File: config.mk
export PLATFORM = sky130hd
export DESIGN_NAME = vga_sync_generator
export DESIGN_NICKNAME = d
export VERILOG_FILES = /design/src/rtl/vga_timing_pkg.sv /design/src/rtl/vga_sync_generator_vertical_line_counter.sv /design/src/rtl/vga_sync_generator.sv
export SDC_FILE = /design/constraint.sdc
export NUM_CORES = 1
export LEC_CHECK = 0
export CORE_MARGIN = 2
export CORE_UTILIZATION = 30
export DETAILED_ROUTE_END_ITERATION = 8
export PLACE_DENSITY = 0.62
export RECOVER_POWER = 25
export SLEW_MARGIN = 20
export SYNTH_ARGS = -nofsm -noshare
export SYNTH_HDL_FRONTEND = slang
export SYNTH_HIERARCHICAL = 1
export SYNTH_SLANG_ARGS = --single-unit
File: constraint.sdc
create_clock -name clk -period 1.6 [get_ports clk]
set_input_delay 0.32 -clock clk [delete_from_list [all_inputs] [get_ports clk]]
set_output_delay 0.32 -clock clk [all_outputs]
set_load 0.005 [all_outputs]
File: src/rtl/vga_timing_pkg.sv
// Default 640x480@60 Hz timing constants and sync-polarity helper shared by the
// VGA sync generator and its line counter.
package vga_timing_pkg;

  localparam int unsigned H_VISIBLE_DFLT = 640;
  localparam int unsigned H_FRONT_DFLT   = 16;
  localparam int unsigned H_SYNC_DFLT    = 96;
  localparam int unsigned H_BACK_DFLT    = 48;
  localparam int unsigned V_VISIBLE_DFLT = 480;
  localparam int unsigned V_FRONT_DFLT   = 10;
  localparam int unsigned V_SYNC_DFLT    = 2;
  localparam int unsigned V_BACK_DFLT    = 33;

  localparam int unsigned H_TOTAL_DFLT = H_VISIBLE_DFLT + H_FRONT_DFLT + H_SYNC_DFLT + H_BACK_DFLT;
  localparam int unsigned V_TOTAL_DFLT = V_VISIBLE_DFLT + V_FRONT_DFLT + V_SYNC_DFLT + V_BACK_DFLT;

  // Sync windows are half-open: [START, END).
  localparam int unsigned H_SYNC_START_DFLT = H_VISIBLE_DFLT + H_FRONT_DFLT;
  localparam int unsigned H_SYNC_END_DFLT   = H_SYNC_START_DFLT + H_SYNC_DFLT;
  localparam int unsigned V_SYNC_START_DFLT = V_VISIBLE_DFLT + V_FRONT_DFLT;
  localparam int unsigned V_SYNC_END_DFLT   = V_SYNC_START_DFLT + V_SYNC_DFLT;

  function automatic logic sync_level(input logic asserted, input bit active_low);
    return active_low ? ~asserted : asserted;
  endfunction

endpackage

File: src/rtl/vga_sync_generator_vertical_line_counter.sv
// Vertical line counter: advances on each end_of_line, wraps at V_TOTAL-1 with a
// one-cycle end_of_frame strobe, and tracks completed frames and the lock flag.
module vertical_line_counter
  import vga_timing_pkg::*;
#(
  parameter int unsigned V_TOTAL = V_TOTAL_DFLT
) (
  input  logic       clk,
  input  logic       rst_n,
  input  logic       end_of_line_i,
  output logic [9:0] v_count_o,
  output logic       end_of_frame_o,
  output logic [7:0] frame_count_o,
  output logic       locked_o
);

  localparam logic [9:0] V_LAST = 10'(V_TOTAL - 1);

  logic [9:0] v_count_q, v_count_d;
  logic       eof_q, eof_d;
  logic [7:0] frame_count_q, frame_count_d;
  logic       locked_q, locked_d;

  always_comb begin
    v_count_d     = v_count_q;
    eof_d         = 1'b0;
    frame_count_d = frame_count_q;
    locked_d      = locked_q;
    if (end_of_line_i) begin
      if (v_count_q == V_LAST) begin
        v_count_d     = '0;
        eof_d         = 1'b1;
        frame_count_d = frame_count_q + 8'd1;
        locked_d      = 1'b1;
      end else begin
        v_count_d = v_count_q + 10'd1;
      end
    end
  end

  always_ff @(posedge clk or negedge rst_n) begin
    if (!rst_n) begin
      v_count_q     <= '0;
      eof_q         <= 1'b0;
      frame_count_q <= '0;
      locked_q      <= 1'b0;
    end else begin
      v_count_q     <= v_count_d;
      eof_q         <= eof_d;
      frame_count_q <= frame_count_d;
      locked_q      <= locked_d;
    end
  end

  assign v_count_o      = v_count_q;
  assign end_of_frame_o = eof_q;
  assign frame_count_o  = frame_count_q;
  assign locked_o       = locked_q;

endmodule

File: src/rtl/vga_sync_generator.sv
// VGA sync generator: registered hsync/vsync/video_on/pixel coordinates decoded from
// the upstream hCount and the internal line counter, one cycle behind the inputs.
module vga_sync_generator
  import vga_timing_pkg::*;
#(
  parameter int unsigned H_VISIBLE       = H_VISIBLE_DFLT,
  parameter int unsigned H_FRONT         = H_FRONT_DFLT,
  parameter int unsigned H_SYNC          = H_SYNC_DFLT,
  parameter int unsigned V_VISIBLE       = V_VISIBLE_DFLT,
  parameter int unsigned V_FRONT         = V_FRONT_DFLT,
  parameter int unsigned V_SYNC          = V_SYNC_DFLT,
  parameter int unsigned V_BACK          = V_BACK_DFLT,
  parameter bit          SYNC_ACTIVE_LOW = 1'b1
) (
  input  logic       clk,
  input  logic       rst_n,
  input  logic [9:0] hCount,
  input  logic       end_of_line,
  output logic [9:0] vCount,
  output logic       hsync,
  output logic       vsync,
  output logic       video_on,
  output logic [9:0] pixel_x,
  output logic [9:0] pixel_y,
  output logic       end_of_frame,
  output logic [7:0] frame_count,
  output logic       locked
);

  localparam int unsigned V_TOTAL = V_VISIBLE + V_FRONT + V_SYNC + V_BACK;

  localparam logic [9:0] H_VIS_LIM    = 10'(H_VISIBLE);
  localparam logic [9:0] H_SYNC_START = 10'(H_VISIBLE + H_FRONT);
  localparam logic [9:0] H_SYNC_END   = 10'(H_VISIBLE + H_FRONT + H_SYNC);
  localparam logic [9:0] V_VIS_LIM    = 10'(V_VISIBLE);
  localparam logic [9:0] V_SYNC_START = 10'(V_VISIBLE + V_FRONT);
  localparam logic [9:0] V_SYNC_END   = 10'(V_VISIBLE + V_FRONT + V_SYNC);
  localparam logic       SYNC_IDLE    = SYNC_ACTIVE_LOW ? 1'b1 : 1'b0;

  logic [9:0] v_count;
  logic       locked_w;

  vertical_line_counter #(
    .V_TOTAL (V_TOTAL)
  ) u_vcnt (
    .clk            (clk),
    .rst_n          (rst_n),
    .end_of_line_i  (end_of_line),
    .v_count_o      (v_count),
    .end_of_frame_o (end_of_frame),
    .frame_count_o  (frame_count),
    .locked_o       (locked_w)
  );

  logic       hsync_q, hsync_d;
  logic       vsync_q, vsync_d;
  logic       video_on_q, video_on_d;
  logic [9:0] pixel_x_q, pixel_y_q;

  // Decode uses the line counter value before any same-edge increment.
  always_comb begin
    hsync_d    = sync_level((hCount >= H_SYNC_START) && (hCount < H_SYNC_END), SYNC_ACTIVE_LOW);
    vsync_d    = sync_level((v_count >= V_SYNC_START) && (v_count < V_SYNC_END), SYNC_ACTIVE_LOW);
    video_on_d = (hCount < H_VIS_LIM) && (v_count < V_VIS_LIM) && locked_w;
  end

  always_ff @(posedge clk or negedge rst_n) begin
    if (!rst_n) begin
      hsync_q    <= SYNC_IDLE;
      vsync_q    <= SYNC_IDLE;
      video_on_q <= 1'b0;
      pixel_x_q  <= '0;
      pixel_y_q  <= '0;
    end else begin
      hsync_q    <= hsync_d;
      vsync_q    <= vsync_d;
      video_on_q <= video_on_d;
      pixel_x_q  <= hCount;
      pixel_y_q  <= v_count;
    end
  end

  assign vCount   = v_count;
  assign locked   = locked_w;
  assign hsync    = hsync_q;
  assign vsync    = vsync_q;
  assign video_on = video_on_q;
  assign pixel_x  = pixel_x_q;
  assign pixel_y  = pixel_y_q;

endmodule

# == Word-level counts from Yosys, hierarchy flattened ==
# Index checks and enable logic that the tools add are counted.
# totals
word_cells,28
reg_bits,43
input_bits,13
out_inout_bits,43
# op_classes
mux,3
bitwise,2
n_eq_ne,1
n_reduce_logical,5
n_lt_le_gt_ge,6
add_sub_neg,2
# ops
op,n
$lt 10x10->1 const B,2
$lt 10x9->1 const B,2
$add 10x1->10 const B,1
$eq 10x10->1 const B,1
$ge 10x10->1 const B,1
$ge 10x9->1 const B,1
$mux 10,1
$add 8x1->8 const B,1
$logic_and 1x1->1,4
$mux 1,2
$not 1->1,2
$reduce_and 2->1,1

# == Longest topological paths before layout ==
# depth
ltp_word,3
depth_mapped,6
mapped_depth_nobuf,6

# == Modules after synthesis ==
# Netlist, hierarchy kept.
# by_module_without_submodules
module,cells_each,n_inst,seq_area_each_um2,area_per_inst_um2
vertical_line_counter,85,1,500.5,942.2
vga_sync_generator,32,1,578.1,640.6

# == Worst setup path after synthesis ==
# OpenSTA, ideal clock, no wires.
# synth_path
kind,register -> register
start,"register u_vcnt.v_count_q[1], in the netlist u_vcnt/v_count_o[1]"
end,"register u_vcnt.frame_count_q[6], in the netlist u_vcnt/frame_count_o[6]"
required_time_ns,1.521
n_path_buf,0
path_stages_with_launch,7
arrival_ns,1.542
path_slack_ns,-0.021
setup_ns,0.079
synth_period_minus_slack_ns,1.621
cell_sequence,dfrtp_1 -> inv_1 -> ha_1 -> nor4b_4 -> nand2_2 -> nor4_2 -> xor2_1
# synth_between
elab_chain_len,2
# synth_lines
item,line,source
start: declaration,vga_sync_generator_vertical_line_counter.sv:19,"logic [9:0] v_count_q, v_count_d;"
start signal: assignment,vga_sync_generator_vertical_line_counter.sv:48,v_count_q <= v_count_d;
$eq 10x10->1,vga_sync_generator_vertical_line_counter.sv:30,if (v_count_q == V_LAST) begin
$reduce_and 2->1 (no source line),--,
end signal: assignment,vga_sync_generator_vertical_line_counter.sv:50,frame_count_q <= frame_count_d;
end: declaration,vga_sync_generator_vertical_line_counter.sv:21,"logic [7:0] frame_count_q, frame_count_d;"
# No other way between the ends.
# A chain may end at the register's enable or synchronous reset.

# == Worst setup path in the final report ==
# layout_path
start,"register u_vcnt.v_count_q[7], in the netlist u_vcnt/v_count_o[7]"
end,"register u_vcnt.frame_count_q[2], in the netlist u_vcnt/frame_count_o[2]"
# The elaborated chain is that of the path after synthesis.

==> reports/metrics.cfg <==
[place]
io_buffers = 55
dp_hpwl_um = 2702
placed_area_um2 = 2371
preCtsSetupSlack_ns = -0.09775
routabilityCongestion = 0.8382

[floorplan]
core_area_um2 = 5107
start_util = 0.3099
boundaryPins = 56
die_h_um = 76.64
die_x_um = 76.64
core.rowCount = 26
die-area_um2 = 5873

[clock_network]
cts_inserted_buffers = 5
cts.clk_slew.worst_paths_ns = 0.08
clk_path_buf_depth = 2
cts_sinks = 43
clock_latency_ns = 0.29
cts_tree = done
clock-root-buffer = clkbuf_8
ctsHtreeMaxLevel = 2

[timing]
tightest_slew_ns = 0.7105
skew_ns = 0.003229
finalSetupTns_ns = 0
final-setup-viol-count = 0
setup_ws_ns = 0.04733
hold_slack_ns = 0.4904
final_hold_viol_count = 0
slew_violations = 0
period_minus_slack_ns = 1.553
rsz0062_at_grt = yes
relSlewSlack = 0.5263
clock.fmax_mhz = 644.1
fin_crit_sh = 0.9704

[routing]
remaining_drc_errors = 0
dr.pass1.iters = 4
drt-total-wl_um = 3822
ant_nets = 0
vias_per_cell = 4.527
wl_met1_um = 1683
vias = 1272
wl_met2_um = 1889
drt-wirelength-per-cell_um = 13.60
routed-wl-met3_um = 180
top_layer = met4
drt-initial-drc-count = 84

[run]
max-cap-violations = 0

[finish]
final.fill_count = 469
fin_area_um2 = 2613
fin_nets = 226
final_cell_mix = dfrtp_1, clkdlybuf4s50_1, buf_4
synthToLayoutAreaGrowth_pct = 65.06
drive_above_1_share = 0.2085
antenna_cells = 0
final_common_cell = dfrtp_1

[synthesis]
ys_warn_count = 6
synth-edff-count = 0
synthesis.nets = 133
synthArstFlopShare = 1.000
ys.flop_type = dfrtp_1
avgSynthCellArea_um2 = 13.53
yosysSeqAreaShare = 0.6814
synth_area_um2 = 1583
synth.area.top_cells = dfrtp_1, xor2_1, dfstp_2, nand2_1, ha_1
syn_inst = 117
synthDistinctLibCells = 30
synth_top_area_share = 0.6482
synth_top_cell_by_area = dfrtp_1
ys_ff_latch = 43

[critical_path]
crit_path_max_fanout = 6
cp-start-kind = register
crit_arrival_ns = 1.77
worst_setup_path_end_kind = register
critical_path_class = reg2reg
worstPathRequired_ns = 1.82

[worst_hold_path]
hold_path.class = reg2reg

[status]
status = finished, final reports clean

[global_routing]
grt_pass1_vias = 1308
antenna_found_initial = 0
grt_usage = 0.1342
grt_overflow = 0
grt_pass1_wl_um = 6175
grt_max_degree = 21

[pwr]
power_density_nw_per_um2 = 1174
p_leak_nw = 1.277
vdd_ir_drop_max_mv = 0.4681

-- path summary, 6_finish.rpt --
path                                         start                 endpoint  slack (ns)  depth (start not counted)
max                            u_vcnt/v_count_o[7]  u_vcnt/frame_count_o[2]        0.05                          7
min                        u_vcnt/frame_count_o[7]  u_vcnt/frame_count_o[7]        0.49                          1
max reg2reg                    u_vcnt/v_count_o[7]  u_vcnt/frame_count_o[2]        0.05                          7
min reg2reg                u_vcnt/frame_count_o[7]  u_vcnt/frame_count_o[7]        0.49                          1
max in group asynchronous                    rst_n  u_vcnt/frame_count_o[1]        0.37                          3
min in group asynchronous                    rst_n               pixel_x[0]        0.59                          2
-- repair_timing --
| item | in CTS | in global routing |
|---|---|---|
| buffers inserted | 8 | 3 |
| hold buffers | 1 | 0 |
| setup endpoints to repair | 13 | 13 |
| pin swaps | 1 | 0 |
| gates resized for setup | 11 | 13 |
| endpoints found under the hold margin | 10 | 0 |
-- where the power goes --
part | leakage (nW) | switching, W | internal (W)
registers | 0.554 | 0.0000559 | 0.00122
logic | 0.658 | 0.000342 | 0.000459
clock network | 0.0644 | 0.000370 | 0.000622
-- final cells by class --
| class | instances | area, µm² | area share |
|---|---|---|---|
| Tap cell | 70 | 87.58 | 0.03352 |
| Clock buffer | 5 | 68.82 | 0.02634 |
| Multi-Input combinational cell | 70 | 520.5 | 0.1992 |
| Clock inverter | 3 | 67.56 | 0.02586 |
| Timing Repair Buffer | 86 | 774.5 | 0.2965 |
| Sequential cell | 43 | 1079 | 0.4128 |
| Inverter | 4 | 15.01 | 0.005747 |
-- flip-flops by register name, summed over array words and instances, names as in the netlist --
signal	flops
hsync	1
pixel_x	10
pixel_y	10
u_vcnt/end_of_frame_o	1
u_vcnt/frame_count_o	8
u_vcnt/locked_o	1
u_vcnt/v_count_o	10
video_on	1
vsync	1
-- per-layer routing --
layer | global-route usage | vias to the layer above
li1 | - | 601
met1 | 0.1641 | 624
met2 | 0.2212 | 40
met3 | 0.03673 | 7
met4 | 0.06000 | 0
met5 | 0 | -
-- through the flow --
stage                     power [W]    util  cells
after floorplan            0.001513       -    117
after global placement     0.002039  0.4642    261
after detailed placement   0.002053  0.4642    261
after CTS                  0.003127  0.5049    278
after global routing       0.003253  0.5115    281
final                      0.003067  0.5115    281
-- synth_stat cells, types with 2 or more instances --
library cell,number
dfrtp_1,41
nand2_1,11
xor2_1,8
o21ai_0,7
nand3_1,6
inv_1,4
and3_1,3
and4_1,3
ha_1,3
nor2_1,3
nor3_1,3
xnor2_1,3
dfstp_2,2
nand2b_1,2
nand4_1,2
nor4_2,2
-- kinds of logic after synthesis --
kind of cell | count (synthesis) | synth area share
AO/OA/AOI/OAI | 11 | 0.03953
XOR/XNOR | 11 | 0.06087
adder cells (fa/ha/maj) | 3 | 0.02372
buffers and inverters | 4 | 0.009483
flip-flops | 43 | 0.6814
multiplexers | 1 | 0.007114
AND/OR/NAND/NOR | 44 | 0.1779
-- critical path: stages (launching register included) --
cell and delay (ns):
dfrtp_1 0.38, buf_4 0.14, nor4b_4 0.29, buf_6 0.17, nand2_4 0.09, buf_4 0.16, nor2_2 0.11, xor2_1 0.14
No activity file was read; power rests on OpenSTA's default activity.
